### src/rtl/ctrl_sequencer_if.sv
// ctrl_sequencer_if: groups the command-buffer opcode, datapath handshakes and the
// decoded control lines between the sequencer and the datapath.
//   master: the sequencer (consumes opcode/handshakes, drives control lines)
//   slave : the datapath / command buffer side
interface ctrl_sequencer_if #(
   parameter int unsigned OPCODE_WIDTH = 8,
   parameter int unsigned ALU_OP_WIDTH = 3
);
   logic [OPCODE_WIDTH-1:0] opcode;
   logic                    alu_cmp_result;
   logic                    qclk_trig;
   logic                    sync_enable;
   logic                    fproc_ready;
   logic [ALU_OP_WIDTH-1:0] alu_opcode;
   logic                    alu_in0_sel;
   logic [1:0]              alu_in1_sel;
   logic                    reg_write_en;
   logic [1:0]              reg_write_sel;
   logic                    instr_ptr_en;
   logic                    instr_ptr_load_en;
   logic                    qclk_load_en;
   logic                    cstrobe_enable;
   logic                    sync_out_ready;
   logic                    fproc_out_ready;
   logic                    done;
   logic                    timeout_err;

   modport master (
      input  opcode, alu_cmp_result, qclk_trig, sync_enable, fproc_ready,
      output alu_opcode, alu_in0_sel, alu_in1_sel, reg_write_en, reg_write_sel,
             instr_ptr_en, instr_ptr_load_en, qclk_load_en, cstrobe_enable,
             sync_out_ready, fproc_out_ready, done, timeout_err
   );

   modport slave (
      output opcode, alu_cmp_result, qclk_trig, sync_enable, fproc_ready,
      input  alu_opcode, alu_in0_sel, alu_in1_sel, reg_write_en, reg_write_sel,
             instr_ptr_en, instr_ptr_load_en, qclk_load_en, cstrobe_enable,
             sync_out_ready, fproc_out_ready, done, timeout_err
   );
endinterface

### src/rtl/ctrl_sequencer.sv
// ctrl_sequencer: multi-cycle control sequencer. Decodes the command-buffer opcode and
// drives ALU, register-file, instruction-pointer, qclk, pulse, sync and fproc controls,
// stretching instructions over memory latency, ALU latency and external handshakes.
// Ports:
//   clk   - clock
//   reset - synchronous active-high reset
//   bus   - ctrl_sequencer_if.master: opcode + handshakes in, control lines out
module ctrl_sequencer #(
   parameter int unsigned OPCODE_WIDTH    = 8,
   parameter int unsigned ALU_OP_WIDTH    = 3,
   parameter int unsigned MEM_READ_CYCLES = 2,
   parameter int unsigned ALU_LATENCY     = 1,
   parameter int unsigned TIMEOUT_CYCLES  = 0
) (
   input  logic             clk,
   input  logic             reset,
   ctrl_sequencer_if.master bus
);
   localparam int unsigned ClsW = OPCODE_WIDTH - ALU_OP_WIDTH;

   localparam logic [ClsW-1:0] ClsPulseI     = ClsW'(1);
   localparam logic [ClsW-1:0] ClsRegWriteI  = ClsW'(2);
   localparam logic [ClsW-1:0] ClsRegIAlu    = ClsW'(3);
   localparam logic [ClsW-1:0] ClsRegAlu     = ClsW'(4);
   localparam logic [ClsW-1:0] ClsJumpI      = ClsW'(5);
   localparam logic [ClsW-1:0] ClsJumpCondI  = ClsW'(6);
   localparam logic [ClsW-1:0] ClsIncQclk    = ClsW'(7);
   localparam logic [ClsW-1:0] ClsIncQclkI   = ClsW'(8);
   localparam logic [ClsW-1:0] ClsSync       = ClsW'(9);
   localparam logic [ClsW-1:0] ClsFprocRead  = ClsW'(10);
   localparam logic [ClsW-1:0] ClsJumpFproc  = ClsW'(11);
   localparam logic [ClsW-1:0] ClsDone       = ClsW'(12);

   typedef enum logic [2:0] {
      StMemWait, StDecode, StPulseWait, StAluWait, StSyncWait, StFprocWait, StHalt
   } state_e;

   state_e      state_q, state_d;
   logic [31:0] cnt_q, cnt_d;          // shared: mem wait, ALU wait and watchdog count
   logic        timeout_q, timeout_d;

   logic [ClsW-1:0] cls;
   logic            mem_last, alu_last, wd_expire;

   // Ungated decode; every output except alu_opcode is forced low while reset is high
   logic       alu_in0_sel_c;
   logic [1:0] alu_in1_sel_c;
   logic       reg_write_en_c;
   logic [1:0] reg_write_sel_c;
   logic       instr_ptr_en_c, instr_ptr_load_en_c, qclk_load_en_c, cstrobe_enable_c;
   logic       sync_out_ready_c, fproc_out_ready_c;

   assign cls            = bus.opcode[OPCODE_WIDTH-1:ALU_OP_WIDTH];
   assign bus.alu_opcode = bus.opcode[ALU_OP_WIDTH-1:0];
   assign mem_last       = (cnt_q == 32'(MEM_READ_CYCLES - 1));
   assign alu_last       = (cnt_q == 32'(ALU_LATENCY - 1));
   assign wd_expire      = (TIMEOUT_CYCLES != 0) && (cnt_q == 32'(TIMEOUT_CYCLES - 1));

   always_ff @(posedge clk) begin
      if (reset) begin
         state_q   <= StMemWait;
         cnt_q     <= '0;
         timeout_q <= 1'b0;
      end else begin
         state_q   <= state_d;
         cnt_q     <= cnt_d;
         timeout_q <= timeout_d;
      end
   end

   always_comb begin
      state_d             = state_q;
      cnt_d               = cnt_q;
      timeout_d           = timeout_q;
      reg_write_en_c      = 1'b0;
      reg_write_sel_c     = 2'd0;
      instr_ptr_en_c      = 1'b0;
      instr_ptr_load_en_c = 1'b0;
      qclk_load_en_c      = 1'b0;
      cstrobe_enable_c    = 1'b0;
      sync_out_ready_c    = 1'b0;
      fproc_out_ready_c   = 1'b0;

      case (state_q)
         StMemWait: begin
            if (mem_last) begin
               state_d = StDecode;
               cnt_d   = '0;
            end else begin
               cnt_d = cnt_q + 32'd1;
            end
         end

         StDecode: begin
            // Any instruction that completes here falls back to MEM_WAIT
            state_d = StMemWait;
            cnt_d   = '0;
            case (cls)
               ClsPulseI: begin
                  if (bus.qclk_trig) begin
                     cstrobe_enable_c = 1'b1;
                     instr_ptr_en_c   = 1'b1;
                  end else begin
                     state_d = StPulseWait;
                  end
               end
               ClsRegWriteI: begin
                  reg_write_en_c = 1'b1;
                  instr_ptr_en_c = 1'b1;
               end
               ClsRegIAlu, ClsRegAlu, ClsJumpCondI, ClsIncQclk, ClsIncQclkI:
                  state_d = StAluWait;
               ClsJumpI: instr_ptr_load_en_c = 1'b1;
               ClsSync: begin
                  sync_out_ready_c = 1'b1;
                  if (bus.sync_enable) instr_ptr_en_c = 1'b1;
                  else state_d = StSyncWait;
               end
               ClsFprocRead, ClsJumpFproc: begin
                  // fproc_ready seen this cycle belongs to an older request
                  fproc_out_ready_c = 1'b1;
                  state_d           = StFprocWait;
               end
               ClsDone: state_d = StHalt;
               default: instr_ptr_en_c = 1'b1;
            endcase
         end

         StPulseWait: begin
            if (bus.qclk_trig) begin
               cstrobe_enable_c = 1'b1;
               instr_ptr_en_c   = 1'b1;
               state_d          = StMemWait;
               cnt_d            = '0;
            end
         end

         StAluWait: begin
            if (alu_last) begin
               state_d = StMemWait;
               cnt_d   = '0;
               case (cls)
                  ClsRegIAlu, ClsRegAlu: begin
                     reg_write_en_c  = 1'b1;
                     reg_write_sel_c = 2'd1;
                     instr_ptr_en_c  = 1'b1;
                  end
                  ClsIncQclk, ClsIncQclkI: begin
                     qclk_load_en_c = 1'b1;
                     instr_ptr_en_c = 1'b1;
                  end
                  // JUMP_COND_I and JUMP_FPROC
                  default: begin
                     if (bus.alu_cmp_result) instr_ptr_load_en_c = 1'b1;
                     else instr_ptr_en_c = 1'b1;
                  end
               endcase
            end else begin
               cnt_d = cnt_q + 32'd1;
            end
         end

         StSyncWait: begin
            sync_out_ready_c = 1'b1;
            // Release has priority over a same-cycle watchdog expiry
            if (bus.sync_enable) begin
               instr_ptr_en_c = 1'b1;
               state_d        = StMemWait;
               cnt_d          = '0;
            end else if (wd_expire) begin
               timeout_d = 1'b1;
               state_d   = StHalt;
            end else begin
               cnt_d = cnt_q + 32'd1;
            end
         end

         StFprocWait: begin
            if (bus.fproc_ready) begin
               cnt_d = '0;
               if (cls == ClsJumpFproc) begin
                  state_d = StAluWait;
               end else begin
                  reg_write_en_c  = 1'b1;
                  reg_write_sel_c = 2'd2;
                  instr_ptr_en_c  = 1'b1;
                  state_d         = StMemWait;
               end
            end else if (wd_expire) begin
               timeout_d = 1'b1;
               state_d   = StHalt;
            end else begin
               cnt_d = cnt_q + 32'd1;
            end
         end

         default: ;  // StHalt: parked until reset
      endcase
   end

   // ALU input selects are held for the whole ALU instruction
   always_comb begin
      alu_in0_sel_c = 1'b0;
      alu_in1_sel_c = 2'd0;
      if (state_q == StDecode || state_q == StAluWait) begin
         case (cls)
            ClsRegAlu:   alu_in0_sel_c = 1'b1;
            ClsIncQclk: begin
               alu_in0_sel_c = 1'b1;
               alu_in1_sel_c = 2'd1;
            end
            ClsIncQclkI: alu_in1_sel_c = 2'd1;
            default: ;  // REG_I_ALU / JUMP_COND_I use cmd + reg
         endcase
      end
      if (state_q == StAluWait && cls == ClsJumpFproc) alu_in1_sel_c = 2'd2;
   end

   assign bus.alu_in0_sel       = alu_in0_sel_c & ~reset;
   assign bus.alu_in1_sel       = reset ? 2'd0 : alu_in1_sel_c;
   assign bus.reg_write_en      = reg_write_en_c & ~reset;
   assign bus.reg_write_sel     = reset ? 2'd0 : reg_write_sel_c;
   assign bus.instr_ptr_en      = instr_ptr_en_c & ~reset;
   assign bus.instr_ptr_load_en = instr_ptr_load_en_c & ~reset;
   assign bus.qclk_load_en      = qclk_load_en_c & ~reset;
   assign bus.cstrobe_enable    = cstrobe_enable_c & ~reset;
   assign bus.sync_out_ready    = sync_out_ready_c & ~reset;
   assign bus.fproc_out_ready   = fproc_out_ready_c & ~reset;
   assign bus.done              = (state_q == StHalt) & ~reset;
   assign bus.timeout_err       = timeout_q & ~reset;
endmodule

### src/flat_wrapper.sv
// flat-port wrapper written by rule: the top's interface ports become plain ports
module ctrl_sequencer_flat 
#(
   parameter int unsigned OPCODE_WIDTH    = 8,
   parameter int unsigned ALU_OP_WIDTH    = 3,
   parameter int unsigned MEM_READ_CYCLES = 2,
   parameter int unsigned ALU_LATENCY     = 1,
   parameter int unsigned TIMEOUT_CYCLES  = 0
)
  (clk, reset, bus_opcode, bus_alu_cmp_result, bus_qclk_trig, bus_sync_enable, bus_fproc_ready, bus_alu_opcode, bus_alu_in0_sel, bus_alu_in1_sel, bus_reg_write_en, bus_reg_write_sel, bus_instr_ptr_en, bus_instr_ptr_load_en, bus_qclk_load_en, bus_cstrobe_enable, bus_sync_out_ready, bus_fproc_out_ready, bus_done, bus_timeout_err);
  ctrl_sequencer_if #(.OPCODE_WIDTH(OPCODE_WIDTH), .ALU_OP_WIDTH(ALU_OP_WIDTH)) bus_i ();
  input  logic clk;
  input  logic reset;
  input wire logic [$bits(bus_i.opcode)-1:0] bus_opcode;
  input wire logic [$bits(bus_i.alu_cmp_result)-1:0] bus_alu_cmp_result;
  input wire logic [$bits(bus_i.qclk_trig)-1:0] bus_qclk_trig;
  input wire logic [$bits(bus_i.sync_enable)-1:0] bus_sync_enable;
  input wire logic [$bits(bus_i.fproc_ready)-1:0] bus_fproc_ready;
  output wire logic [$bits(bus_i.alu_opcode)-1:0] bus_alu_opcode;
  output wire logic [$bits(bus_i.alu_in0_sel)-1:0] bus_alu_in0_sel;
  output wire logic [$bits(bus_i.alu_in1_sel)-1:0] bus_alu_in1_sel;
  output wire logic [$bits(bus_i.reg_write_en)-1:0] bus_reg_write_en;
  output wire logic [$bits(bus_i.reg_write_sel)-1:0] bus_reg_write_sel;
  output wire logic [$bits(bus_i.instr_ptr_en)-1:0] bus_instr_ptr_en;
  output wire logic [$bits(bus_i.instr_ptr_load_en)-1:0] bus_instr_ptr_load_en;
  output wire logic [$bits(bus_i.qclk_load_en)-1:0] bus_qclk_load_en;
  output wire logic [$bits(bus_i.cstrobe_enable)-1:0] bus_cstrobe_enable;
  output wire logic [$bits(bus_i.sync_out_ready)-1:0] bus_sync_out_ready;
  output wire logic [$bits(bus_i.fproc_out_ready)-1:0] bus_fproc_out_ready;
  output wire logic [$bits(bus_i.done)-1:0] bus_done;
  output wire logic [$bits(bus_i.timeout_err)-1:0] bus_timeout_err;
  assign bus_i.opcode = bus_opcode;
  assign bus_i.alu_cmp_result = bus_alu_cmp_result;
  assign bus_i.qclk_trig = bus_qclk_trig;
  assign bus_i.sync_enable = bus_sync_enable;
  assign bus_i.fproc_ready = bus_fproc_ready;
  assign bus_alu_opcode = bus_i.alu_opcode;
  assign bus_alu_in0_sel = bus_i.alu_in0_sel;
  assign bus_alu_in1_sel = bus_i.alu_in1_sel;
  assign bus_reg_write_en = bus_i.reg_write_en;
  assign bus_reg_write_sel = bus_i.reg_write_sel;
  assign bus_instr_ptr_en = bus_i.instr_ptr_en;
  assign bus_instr_ptr_load_en = bus_i.instr_ptr_load_en;
  assign bus_qclk_load_en = bus_i.qclk_load_en;
  assign bus_cstrobe_enable = bus_i.cstrobe_enable;
  assign bus_sync_out_ready = bus_i.sync_out_ready;
  assign bus_fproc_out_ready = bus_i.fproc_out_ready;
  assign bus_done = bus_i.done;
  assign bus_timeout_err = bus_i.timeout_err;
  ctrl_sequencer #(.OPCODE_WIDTH(OPCODE_WIDTH), .ALU_OP_WIDTH(ALU_OP_WIDTH), .MEM_READ_CYCLES(MEM_READ_CYCLES), .ALU_LATENCY(ALU_LATENCY), .TIMEOUT_CYCLES(TIMEOUT_CYCLES)) u_core (.clk(clk), .reset(reset), .bus(bus_i));
endmodule
### config.mk
export PLATFORM = sky130hd
export DESIGN_NAME = ctrl_sequencer_flat
export DESIGN_NICKNAME = d
export VERILOG_FILES = /design/src/rtl/ctrl_sequencer_if.sv /design/src/rtl/ctrl_sequencer.sv /design/src/flat_wrapper.sv
export SDC_FILE = /design/constraint.sdc
export NUM_CORES = 1
export LEC_CHECK = 0
export BUFFER_PORTS_ARGS = -buffer_cell sky130_fd_sc_hd__buf_2
export CAP_MARGIN = 20
export CORE_ASPECT_RATIO = 0.7
export CORE_MARGIN = 2
export CORE_UTILIZATION = 63
export CTS_CLUSTER_SIZE = 25
export DETAILED_ROUTE_END_ITERATION = 10
export PLACE_DENSITY = 0.85
export SYNTH_ARGS = -nofsm -noshare
export SYNTH_HDL_FRONTEND = slang
export SYNTH_SLANG_ARGS = --single-unit
### constraint.sdc
create_clock -name clk -period 5.2 [get_ports clk]
set_input_delay 0.52 -clock clk [delete_from_list [all_inputs] [get_ports clk]]
set_output_delay 0.52 -clock clk [all_outputs]
set_load 0.03 [all_outputs]
==> key figures, run 1 <==
STA
  – Final Max Slew Viols: 0
  – Fin. Hold Viols: 0
  – Peak Freq: 328 MHz
  – Final period util: 0.587
  – Max_slew headroom: 0.395
  – RSZ-0062 raised after global routing: false
  – Setup Skew: 0.00586 ns
  – Final Setup Violations: 0
  – Worst slew pin tran: 0.908 ns
  – Post-route minimum period: 3.05 ns
  – TNS Setup: 0 ns

Flow run
  – Max Cap Violations: 0

Die
  – Die width: 80.0 um
  – Top-level port count: 31
  – Starting Density: 0.653
  – Die Area: 0.00457 sq mm
  – Core Rows: 19
  – Core area: 0.00390 sq mm
  – Die height: 57.2 um

Place
  – Area after DPL: 0.00261 sq mm
  – Placer's final routability congestion estimate: 1.01
  – Post-DP HPWL: 4650 um
  – Port Buffers: 23

Yosys
  – YS warnings: 0
  – Primary flip-flop cell chosen by synthesis mapping: dfxtp_1
  – Register area share after synthesis: 0.275
  – Flops & latches, synth: 35
  – Number of synthesized flops with an enable pin: 0
  – Mapped cell area: 0.00255 sq mm
  – Post-synth ARST share: 0
  – Post-Syn Nets: 341
  – Syn avg cell area: 7.91 sq um
  – Post-Synthesis Cells: 322
  – Synth cell types: 61

Worst setup path
  – Worst path required time: 4.68 ns
  – Critical path start-end classification: flop to output port
  – CP startpoint kind: flop
  – Flop2flop setup slack: 2.44 ns
  – Worst Path Arrival: 2.53 ns
  – RR Startpoint: u_core.state_q[1]
  – Crit path capture type: output port
  – Worst path max stage delay: 0.47 ns
  – Critical-path cell list: nor4_1 -> nand2_1 -> nor4_4 -> nand4_1 -> nand3b_1 -> a221oi_1 -> buf_2
  – Slowest library cell on the worst path: nor4_4
  – Reg2Reg Capture Point: u_core.cnt_q[6]
  – Max FO, Critical Path: 7
  – R2r worst-path depth: 7

Layout
  – Filler cell count: 328
  – Share of cells above drive strength 1: 0.169
  – Area grow syn2layout: 6.93%
  – Non-Filler Cell Area, Final: 0.00272 sq mm
  – Most frequent cells in the layout: 35 x nor2_1, 35 x dfxtp_1, 34 x nand2_1, 23 x buf_2, 17 x nand3_1
  – Total Nets Final: 350
  – Diode count: 0

Routing
  – DRT antenna net count: 0
  – Initial DRC count: 241
  – 1st-pass router iterations: 5
  – DRC: 0
  – WL per Instance: 16.7 um
  – Via count: 2479
  – Final wirelength: 6390 um
  – Via/cell ratio: 6.46

Clock tree
  – Clock tree buffer depth: 2
  – Worst-path clk slew: 0.07 ns
  – CTS Sinks: 35
  – Worst-skew pair later-pin latency: 0.30 ns
  – CTS Hold Bufs: 0
  – Htree depth: 2
  – Post-CTS Repair Setup Buffers: 0
  – Resized Gates After CTS: 0
  – Clock Tree Root: clkbuf_8
  – Inserted Clock Buffers: 5
  – CTS tree: built

Global route
  – Vias in the first global route: 2132
  – Overall Global Routing Usage: 0.294
  – Initial antenna violation count: 0
  – Largest net degree at the start of global routing: 20
  – First-pass GRT wire length: 10500 um
  – Total congestion overflow: 0

Worst hold path
  – Worst hold path class: flop to flop
  – Worst Hold End: u_core.cnt_q[1]
  – Hold path start: u_core.cnt_q[1]
  – Hold Path Cell Cnt: 2

Run status
  – Status: finished, final reports clean

Pwr
  – Net switching power: 0.000413 W
  – Switching share of power: 0.422
  – Clock power frac: 0.267
  – Comb power frac: 0.414
  – Sequential group share of total power: 0.318
  – P_int: 0.000566 W
  – Max VDD drop: 222 uV
  – Lkg Pwr: 1.00 nW
  – Pwr dens: 359 mW/mm^2
[metal layers]
metal | wire length, um | track usage | up-vias | share of wire
met5 | 0 | 0 | - | 0
met2 | 2550 | 0.382 | 135 | 0.40
met3 | 696 | 0.0728 | 9 | 0.11
met4 | 55 | 0.0799 | 0 | 0.0086
met1 | 3100 | 0.472 | 1144 | 0.48
li1 | - | - | 1191 | -
[worst max path at each step]
stage                          startpoint                to  slack (ns)  cells past startpoint
after floorplan           u_core.cnt_q[9]  bus_reg_write_en        2.38                      6
after global placement    u_core.cnt_q[9]  bus_reg_write_en        2.50                      7
after detailed placement  u_core.cnt_q[9]  bus_instr_ptr_en        2.49                      7
after CTS                 u_core.cnt_q[9]  bus_instr_ptr_en        2.15                      7
after global routing      u_core.cnt_q[9]  bus_instr_ptr_en        1.95                      7
final                     u_core.cnt_q[9]  bus_reg_write_en        2.15                      7
[cells in the mapped netlist, types with 8 or more instances]
| library cell | number | area (sq um) |
|---|---|---|
| nand4_1 | 14 | 87.6 |
| nor4_1 | 11 | 68.8 |
| nor3_1 | 11 | 55.1 |
| dfxtp_1 | 35 | 701 |
| clkbuf_1 | 8 | 30.0 |
| nand3_1 | 17 | 85.1 |
| nor2b_1 | 8 | 50.1 |
| a31oi_1 | 8 | 50.1 |
| nand2b_1 | 8 | 50.1 |
| nor2_1 | 35 | 131 |
| xor2_1 | 12 | 105 |
| and3_1 | 8 | 50.1 |
| nand2_1 | 34 | 128 |
| a21oi_1 | 8 | 40.0 |
[per-stage QoR]
step / total power [W] / utilization / hold WS (ns) / std cells / worst slack, ns
after global placement: 0.000706 / 0.668 / 0.475 / 376 / 2.50
final: 0.000979 / 0.698 / 0.510 / 384 / 2.15
after CTS: 0.000965 / 0.698 / 0.504 / 384 / 2.15
after detailed placement: 0.000708 / 0.668 / 0.486 / 376 / 2.49
after global routing: 0.00103 / 0.698 / 0.535 / 384 / 1.95
after floorplan: 0.000652 / - / 0.449 / 322 / 2.38
[critical path, delay by kind of cell (launching register included)]
kind	cells	cell delay (ns)
flip-flops	1	0.38
AND/OR/NAND/NOR	5	1.38
buffers and inverters	1	0.24
AO/OA/AOI/OAI	1	0.24
[cell families (layout without fill, tap and decap cells)]
logic type,count (synthesis),count (layout),synth area share
XOR/XNOR,16,16,0.0550
AO/OA/AOI/OAI,59,59,0.189
flip-flops,35,35,0.275
adder cells (fa/ha/maj),5,5,0.0246
buffers and inverters,29,39,0.0609
other,1,1,0.00147
AND/OR/NAND/NOR,177,177,0.394
[sequential cells by signal (all words and copies together) (netlist names)]
name / count
u_core.cnt_q: 32
u_core.state_q: 3
[power groups by stage]
stage,Sequential [W],Clock [W],Combinational (W)
after floorplan,0.000296,0,0.000356
after global placement,0.000316,0,0.000390
after detailed placement,0.000317,0,0.000391
after CTS,0.000311,0.000259,0.000395
after global routing,0.000316,0.000273,0.000440
final,0.000311,0.000262,0.000406
[cell type report]
class	instances	area [sq um]	area share
Clock buffer	6	82.6	0.0303
Inverter	7	26.3	0.00965
Sequential cell	35	701	0.257
Timing Repair Buffer	24	123	0.0450
Multi-Input combinational cell	258	1690	0.621
Tap cell	52	65.1	0.0239
Clock inverter	2	35.0	0.0129
(Power assumes the default switching activity.)
==> run 2, diff against run 1 <==
ABC_AREA = 1   (was default)
CORE_UTILIZATION = 54   (was 63)
PLACE_DENSITY = 0.77   (was 0.85)
clock period = 2.54 ns   (was 5.2 ns; I/O delays follow)
==> key figures, run 2 <==
Worst setup path
  – Max FO, Critical Path: 8 (+1)
  – Crit path capture type: output port
  – Worst path required time: 2.29 ns (-2.39 ns)
  – RR Startpoint: u_core.cnt_q[4]
  – Worst setup startpoint: u_core.state_q[1]
  – Flop2flop setup slack: 0.51 ns (-1.93 ns)
  – Worst Path Arrival: 2.02 ns (-0.51 ns)
  – Critical path start-end classification: flop to output port
  – CP startpoint kind: flop

Routing
  – 1st-pass router iterations: 5 (unchanged)
  – Initial DRC count: 274 (+14%)
  – Final wirelength: 8100 um (+27%)
  – DRT antenna net count: 0 (unchanged)
  – Via/cell ratio: 5.53 (-14%)
  – Via count: 3331 (+34%)
  – WL per Instance: 13.5 um (-19%)
  – DRC: 0 (unchanged)

Die
  – Die width: 91.9 um (+15%)
  – Core Rows: 22 (+3)
  – Starting Density: 0.558 (-0.0947)
  – Core area: 0.00523 sq mm (+34%)
  – Die height: 65.5 um (+15%)
  – Die Area: 0.00602 sq mm (+32%)
  – Top-level port count: 31 (unchanged)

Pwr
  – Clock power frac: 0.262 (-0.005)
  – Sequential group share of total power: 0.379 (+0.061)
  – Comb power frac: 0.360 (-0.054)
  – Switching share of power: 0.409 (-0.0128)
  – Lkg Pwr: 1.36 nW (+35%)
  – Max VDD drop: 315 uV (+42%)
  – Net switching power: 0.000651 W (+58%)
  – P_int: 0.000941 W (+66%)
  – Pwr dens: 509 mW/mm^2 (+42%)

Global route
  – Initial antenna violation count: 0 (unchanged)
  – Overall Global Routing Usage: 0.287 (-0.00702)
  – Vias in the first global route: 2871 (+35%)
  – Total congestion overflow: 0 (unchanged)
  – Largest net degree at the start of global routing: 30 (+50%)
  – First-pass GRT wire length: 13700 um (+30%)

STA
  – Post-route minimum period: 2.27 ns
  – Peak Freq: 440 MHz
  – Fin. Hold Viols: 0 (unchanged)
  – Final period util: 0.894
  – Final Max Slew Viols: 0 (unchanged)
  – RSZ-0062 raised after global routing: false
  – TNS Setup: 0 ns (unchanged)
  – Final Setup Violations: 0 (unchanged)
  – Max_slew headroom: 0.552 (+0.157)
  – Setup Skew: 0.00623 ns (+0.000371 ns)
  – Worst slew pin tran: 0.667 ns (-0.241 ns)

Yosys
  – Post-Synthesis Cells: 512 (+59%)
  – Syn avg cell area: 5.70 sq um (-28%)
  – Most frequent cells after synthesis: 125 x nand2_1, 110 x nor2_1, 59 x inv_1
  – Register area share after synthesis: 0.240 (-0.0353)
  – Synth top area cells: dfxtp_1 24%, nand2_1 16%, nor2_1 14%, nand3_1 8.9%, inv_1 7.6%
  – Mapped cell area: 0.00292 sq mm (+15%)
  – Post-synth ARST share: 0 (unchanged)
  – Primary flip-flop cell chosen by synthesis mapping: dfxtp_1
  – Leading area contributor after synthesis: dfxtp_1
  – Flops & latches, synth: 35 (unchanged)
  – Number of synthesized flops with an enable pin: 0 (unchanged)
  – Most common cell in the netlist: nand2_1
  – Post-synth top area share: 0.240 (-0.0353)
  – Post-Syn Nets: 531 (+56%)
  – YS warnings: 0 (unchanged)
  – Synth cell types: 39 (-36%)

Place
  – Port Buffers: 23 (unchanged)
  – Placer's final routability congestion estimate: 0.988 (-2.7%)
  – Post-DP HPWL: 6280 um (+35%)
  – Area after DPL: 0.00304 sq mm (+17%)

Flow run
  – Max Cap Violations: 0 (unchanged)

Clock tree
  – CTS Hold Bufs: 0 (unchanged)
  – Resized Gates After CTS: 0 (unchanged)
  – CTS Sinks: 35 (unchanged)
  – Htree depth: 2 (unchanged)
  – Post-CTS Repair Setup Buffers: 0 (unchanged)
  – Worst-skew pair later-pin latency: 0.29 ns (about the same)
  – Worst-path clk slew: 0.07 ns (about the same)
  – Clock Tree Root: clkbuf_8
  – Inserted Clock Buffers: 5 (unchanged)
  – CTS tree: built
  – Clock tree buffer depth: 2 (unchanged)

Layout
  – Diode count: 0 (unchanged)
  – Share of cells above drive strength 1: 0.113 (-0.0555)
  – Total Nets Final: 549 (+57%)
  – Most frequent cells in the layout: 125 x nand2_1, 110 x nor2_1, 59 x inv_1, 52 x nand3_1, 35 x dfxtp_1
  – Biggest register: u_core.cnt_q
  – Biggest regs: u_core.cnt_q (32), u_core.state_q (3)
  – Non-Filler Cell Area, Final: 0.00313 sq mm (+15%)
  – Leading cell type in the layout, fill and taps excluded: nand2_1
  – Area grow syn2layout: 7.11%
  – Max reg flops: 32 (unchanged)

Worst hold path
  – Worst hold path class: input port to flop
  – Hold path start: reset

Run status
  – Status: finished, final reports clean
==> run 2: cell count changes in the layout (fill, tap and decap cells not counted), sizes merged, moves of 10 or more <==
cell   change
nand2     +94
nor2      +80
inv       +57
nand3     +35
nor4      -12
xor2      -11
o21ai     +10
==> run 2: area by class of cell <==
type,instances,area [sq um]
fillers,528,2100
multi-input cells,398,1870
flip-flops and latches,35,701
inverters,64,240
repair buffers,26,138
well taps,72,90.1
clock buffers,6,82.6
clock inverters,1,5.00
==> run 2: stage by stage <==
step	hold WS [ns]	power, W	util	setup WS (ns)	std cells
4_1_cts	0.381	0.00159	0.598	0.299	602
6_report	0.380	0.00159	0.598	0.270	602
3_3_place_gp	0.484	0.00117	0.581	0.574	595
2_1_floorplan	0.403	0.00109	-	0.554	512
3_5_place_dp	0.499	0.00118	0.581	0.520	595
5_1_grt	0.414	0.00169	0.598	0.142	602
==> run 2: kinds of logic after synthesis <==
group / Yosys count / share of synthesized area
XOR/XNOR: 1 / 0.00300
adder cells (fa/ha/maj): 5 / 0.0214
flip-flops: 35 / 0.240
AND/OR/NAND/NOR: 344 / 0.521
buffers and inverters: 79 / 0.119
AO/OA/AOI/OAI: 47 / 0.0938
other: 1 / 0.00128
==> run 2: path summary, 6_finish.rpt <==
check	end	depth (start not counted)
max	bus_instr_ptr_en	8
min	u_core.cnt_q[0]	4
max reg2reg	u_core.cnt_q[10]	12
min reg2reg	u_core.cnt_q[1]	2
==> run 2: power groups by stage <==
stage	Clock, W	Combinational, W	Sequential, W
6_report	0.000417	0.000572	0.000603
5_1_grt	0.000444	0.000642	0.000608
4_1_cts	0.000422	0.000564	0.000604
3_5_place_dp	0	0.000563	0.000616
3_3_place_gp	0	0.000559	0.000613
2_1_floorplan	0	0.000479	0.000608
==> run 2: metal layers <==
layer  part of all wire  vias up  global-route usage
met3              0.099        9              0.0596
met4             0.0083        0              0.0709
met1               0.51     1508               0.447
met5                  0        -                   0
met2               0.38      136               0.394
li1                   -     1678                   -
==> run 2: critical path: stages (launching register included) <==
cell and delay (ns):
dfxtp_1 0.41, inv_2 0.15, nand3_1 0.21, inv_1 0.18, o21ai_0 0.10, nor3_1 0.29
nor2_1 0.09, nor2_1 0.09, buf_2 0.21
==> run 3, diff against run 2 <==
BUFFER_PORTS_ARGS = -buffer_cell sky130_fd_sc_hd__clkbuf_2   (was -buffer_cell sky130_fd_sc_hd__buf_2)
==> key figures, run 3 (synthesis results as in run 2) <==
Run status
  – Status: finished, final reports clean

Layout
  – Max reg flops: 32 (unchanged)
  – Most frequent cells in the layout: 125 x nand2_1, 110 x nor2_1, 59 x inv_1, 52 x nand3_1, 35 x dfxtp_1
  – Reg area: 701 sq um (unchanged)
  – Post-layout util: 0.600 (+0.00144)
  – Filler cell count: 533 (+0.95%)
  – Biggest regs: u_core.cnt_q (32), u_core.state_q (3)
  – Biggest register: u_core.cnt_q
  – Area grow syn2layout: 7.37%
  – Diode count: 0 (unchanged)
  – Leading cell type in the layout, fill and taps excluded: nand2_1
  – Share of cells above drive strength 1: 0.113 (-0.000213)
  – Total Nets Final: 549 (unchanged)
  – Multi-input gate area: 0.00187 sq mm (unchanged)

STA
  – Final Setup Violations: 0 (unchanged)
  – Fin. Hold Viols: 0 (unchanged)
  – TNS Setup: 0 ns (unchanged)
  – Final Max Slew Viols: 0 (unchanged)
  – Setup Skew: 0.0106 ns (+0.00439 ns)
  – RSZ-0062 raised after global routing: false
  – Peak Freq: 418 MHz (-5.1%)
  – Post-route minimum period: 2.39 ns (+0.122 ns)
  – Max_slew headroom: 0.581 (+0.0287)
  – Worst slew pin tran: 0.624 ns (-0.0427 ns)
  – Final period util: 0.942 (+0.0481)

Routing
  – DRT antenna net count: 0 (unchanged)
  – DRC: 0 (unchanged)
  – Initial DRC count: 266 (-2.9%)
  – Via count: 3351 (+0.60%)
  – Final wirelength: 8200 um (+1.3%)
  – WL per Instance: 13.6 um (+1.1%)
  – 1st-pass router iterations: 4 (-1)
  – Via/cell ratio: 5.56 (+0.43%)

Worst hold path
  – Worst hold path class: input port to flop

Worst setup path
  – Worst path required time: 2.29 ns (about the same)
  – Critical-path cell list: nor2_1 -> nand2_1 -> nor2_1 -> nand2_1 -> nor3b_1 -> nand3_1 -> o21ai_0 -> clkbuf_2
  – Slowest library cell on the worst path: dfxtp_1
  – Worst Path Arrival: 2.14 ns (+0.12 ns)
  – Critical path start-end classification: flop to output port
  – Max FO, Critical Path: 6 (-2)
  – Largest delay share family, worst path: simple AND/OR/NAND/NOR gates
  – CP Buf/Inv Count: 1 (-2)
  – Worst path max stage delay: 0.37 ns (-0.04 ns)
  – Crit path capture type: output port
  – CP startpoint kind: flop

Clock tree
  – Resized Gates After CTS: 0 (unchanged)
  – Clock Tree Root: clkbuf_8
  – Inserted Clock Buffers: 5 (unchanged)
  – CTS tree: built
  – Post-CTS Repair Setup Buffers: 0 (unchanged)
  – CTS Sinks: 35 (unchanged)
  – Worst-path clk slew: 0.08 ns (about the same)
  – Htree depth: 2 (unchanged)
  – Worst-skew pair later-pin latency: 0.30 ns (about the same)
  – Clock tree buffer depth: 2 (unchanged)
  – CTS Hold Bufs: 0 (unchanged)

Die
  – Top-level port count: 31 (unchanged)
  – Starting Density: 0.558 (unchanged)
  – Die height: 65.5 um (unchanged)
  – Core Rows: 22 (unchanged)
  – Die Area: 0.00602 sq mm (unchanged)
  – Die width: 91.9 um (unchanged)
  – Core area: 0.00523 sq mm (unchanged)

Pwr
  – Pwr dens: 516 mW/mm^2 (+1.4%)
  – Max VDD drop: 393 uV (+25%)
  – Lkg Pwr: 1.35 nW (-0.64%)

Place
  – Placer's final routability congestion estimate: 0.964 (-2.4%)
  – Post-DP HPWL: 6220 um (-1.0%)
  – Port Buffers: 23 (unchanged)

Global route
  – First-pass GRT wire length: 13400 um (-2.4%)
  – Vias in the first global route: 2746 (-4.4%)
  – Initial antenna violation count: 0 (unchanged)
  – Largest net degree at the start of global routing: 30 (unchanged)
  – Overall Global Routing Usage: 0.285 (-0.00210)
  – Total congestion overflow: 0 (unchanged)

Flow run
  – Max Cap Violations: 0 (unchanged)
[run 3: cell type report]
type	instances	share of cell area
Sequential cell	35	0.223
Multi-Input combinational cell	398	0.597
Inverter	64	0.0766
Tap cell	72	0.0287
Timing Repair Buffer	26	0.0439
Clock inverter	1	0.00279
Clock buffer	7	0.0275
[run 3: worst paths after layout]
check	start	endpoint	cells past startpoint	slack (ns)
setup / recovery	u_core.cnt_q[26]	bus_instr_ptr_load_en	8	0.15
hold / removal	reset	u_core.cnt_q[1]	3	0.42
setup reg to reg	u_core.cnt_q[26]	u_core.cnt_q[23]	12	0.44
hold reg to reg	u_core.cnt_q[1]	u_core.cnt_q[1]	2	0.52
[run 3: tightest hold or removal path, delay by kind of cell]
| family | cells | cell delay, ns |
|---|---|---|
| AOI/OAI and AO/OA | 1 | 0.13 |
| buffers and inverters | 2 | 0.31 |
[run 3: per-layer routing]
| layer | part of all wire | track usage | vias up | routed length, um |
|---|---|---|---|---|
| li1 | - | - | 1688 | - |
| met1 | 0.53 | 0.462 | 1508 | 4340 |
| met2 | 0.37 | 0.371 | 149 | 3050 |
| met3 | 0.092 | 0.0677 | 6 | 752 |
| met4 | 0.0070 | 0.0504 | 0 | 57 |
| met5 | 0 | 0 | - | 0 |
[run 3: stage by stage]
stage | hold WS (ns) | setup WS [ns] | instances | instance area (sq um) | total power (W)
6_report | 0.422 | 0.147 | 603 | 3140 | 0.00162
5_1_grt | 0.441 | 0.0550 | 603 | 3140 | 0.00171
4_1_cts | 0.413 | 0.169 | 603 | 3140 | 0.00161
3_5_place_dp | 0.496 | 0.475 | 595 | 3040 | 0.00117
3_3_place_gp | 0.483 | 0.458 | 595 | 3040 | 0.00117
2_1_floorplan | 0.403 | 0.554 | 512 | 2920 | 0.00109
[run 3: report_power, final]
part | total, W | leakage [nW] | switching (W) | internal (W)
sequential | 0.000604 | 0.282 | 0.0000308 | 0.000573
combinational | 0.000571 | 1.02 | 0.000420 | 0.000152
clock | 0.000444 | 0.0484 | 0.000221 | 0.000222
total | 0.00162 | 1.35 | 0.000672 | 0.000947
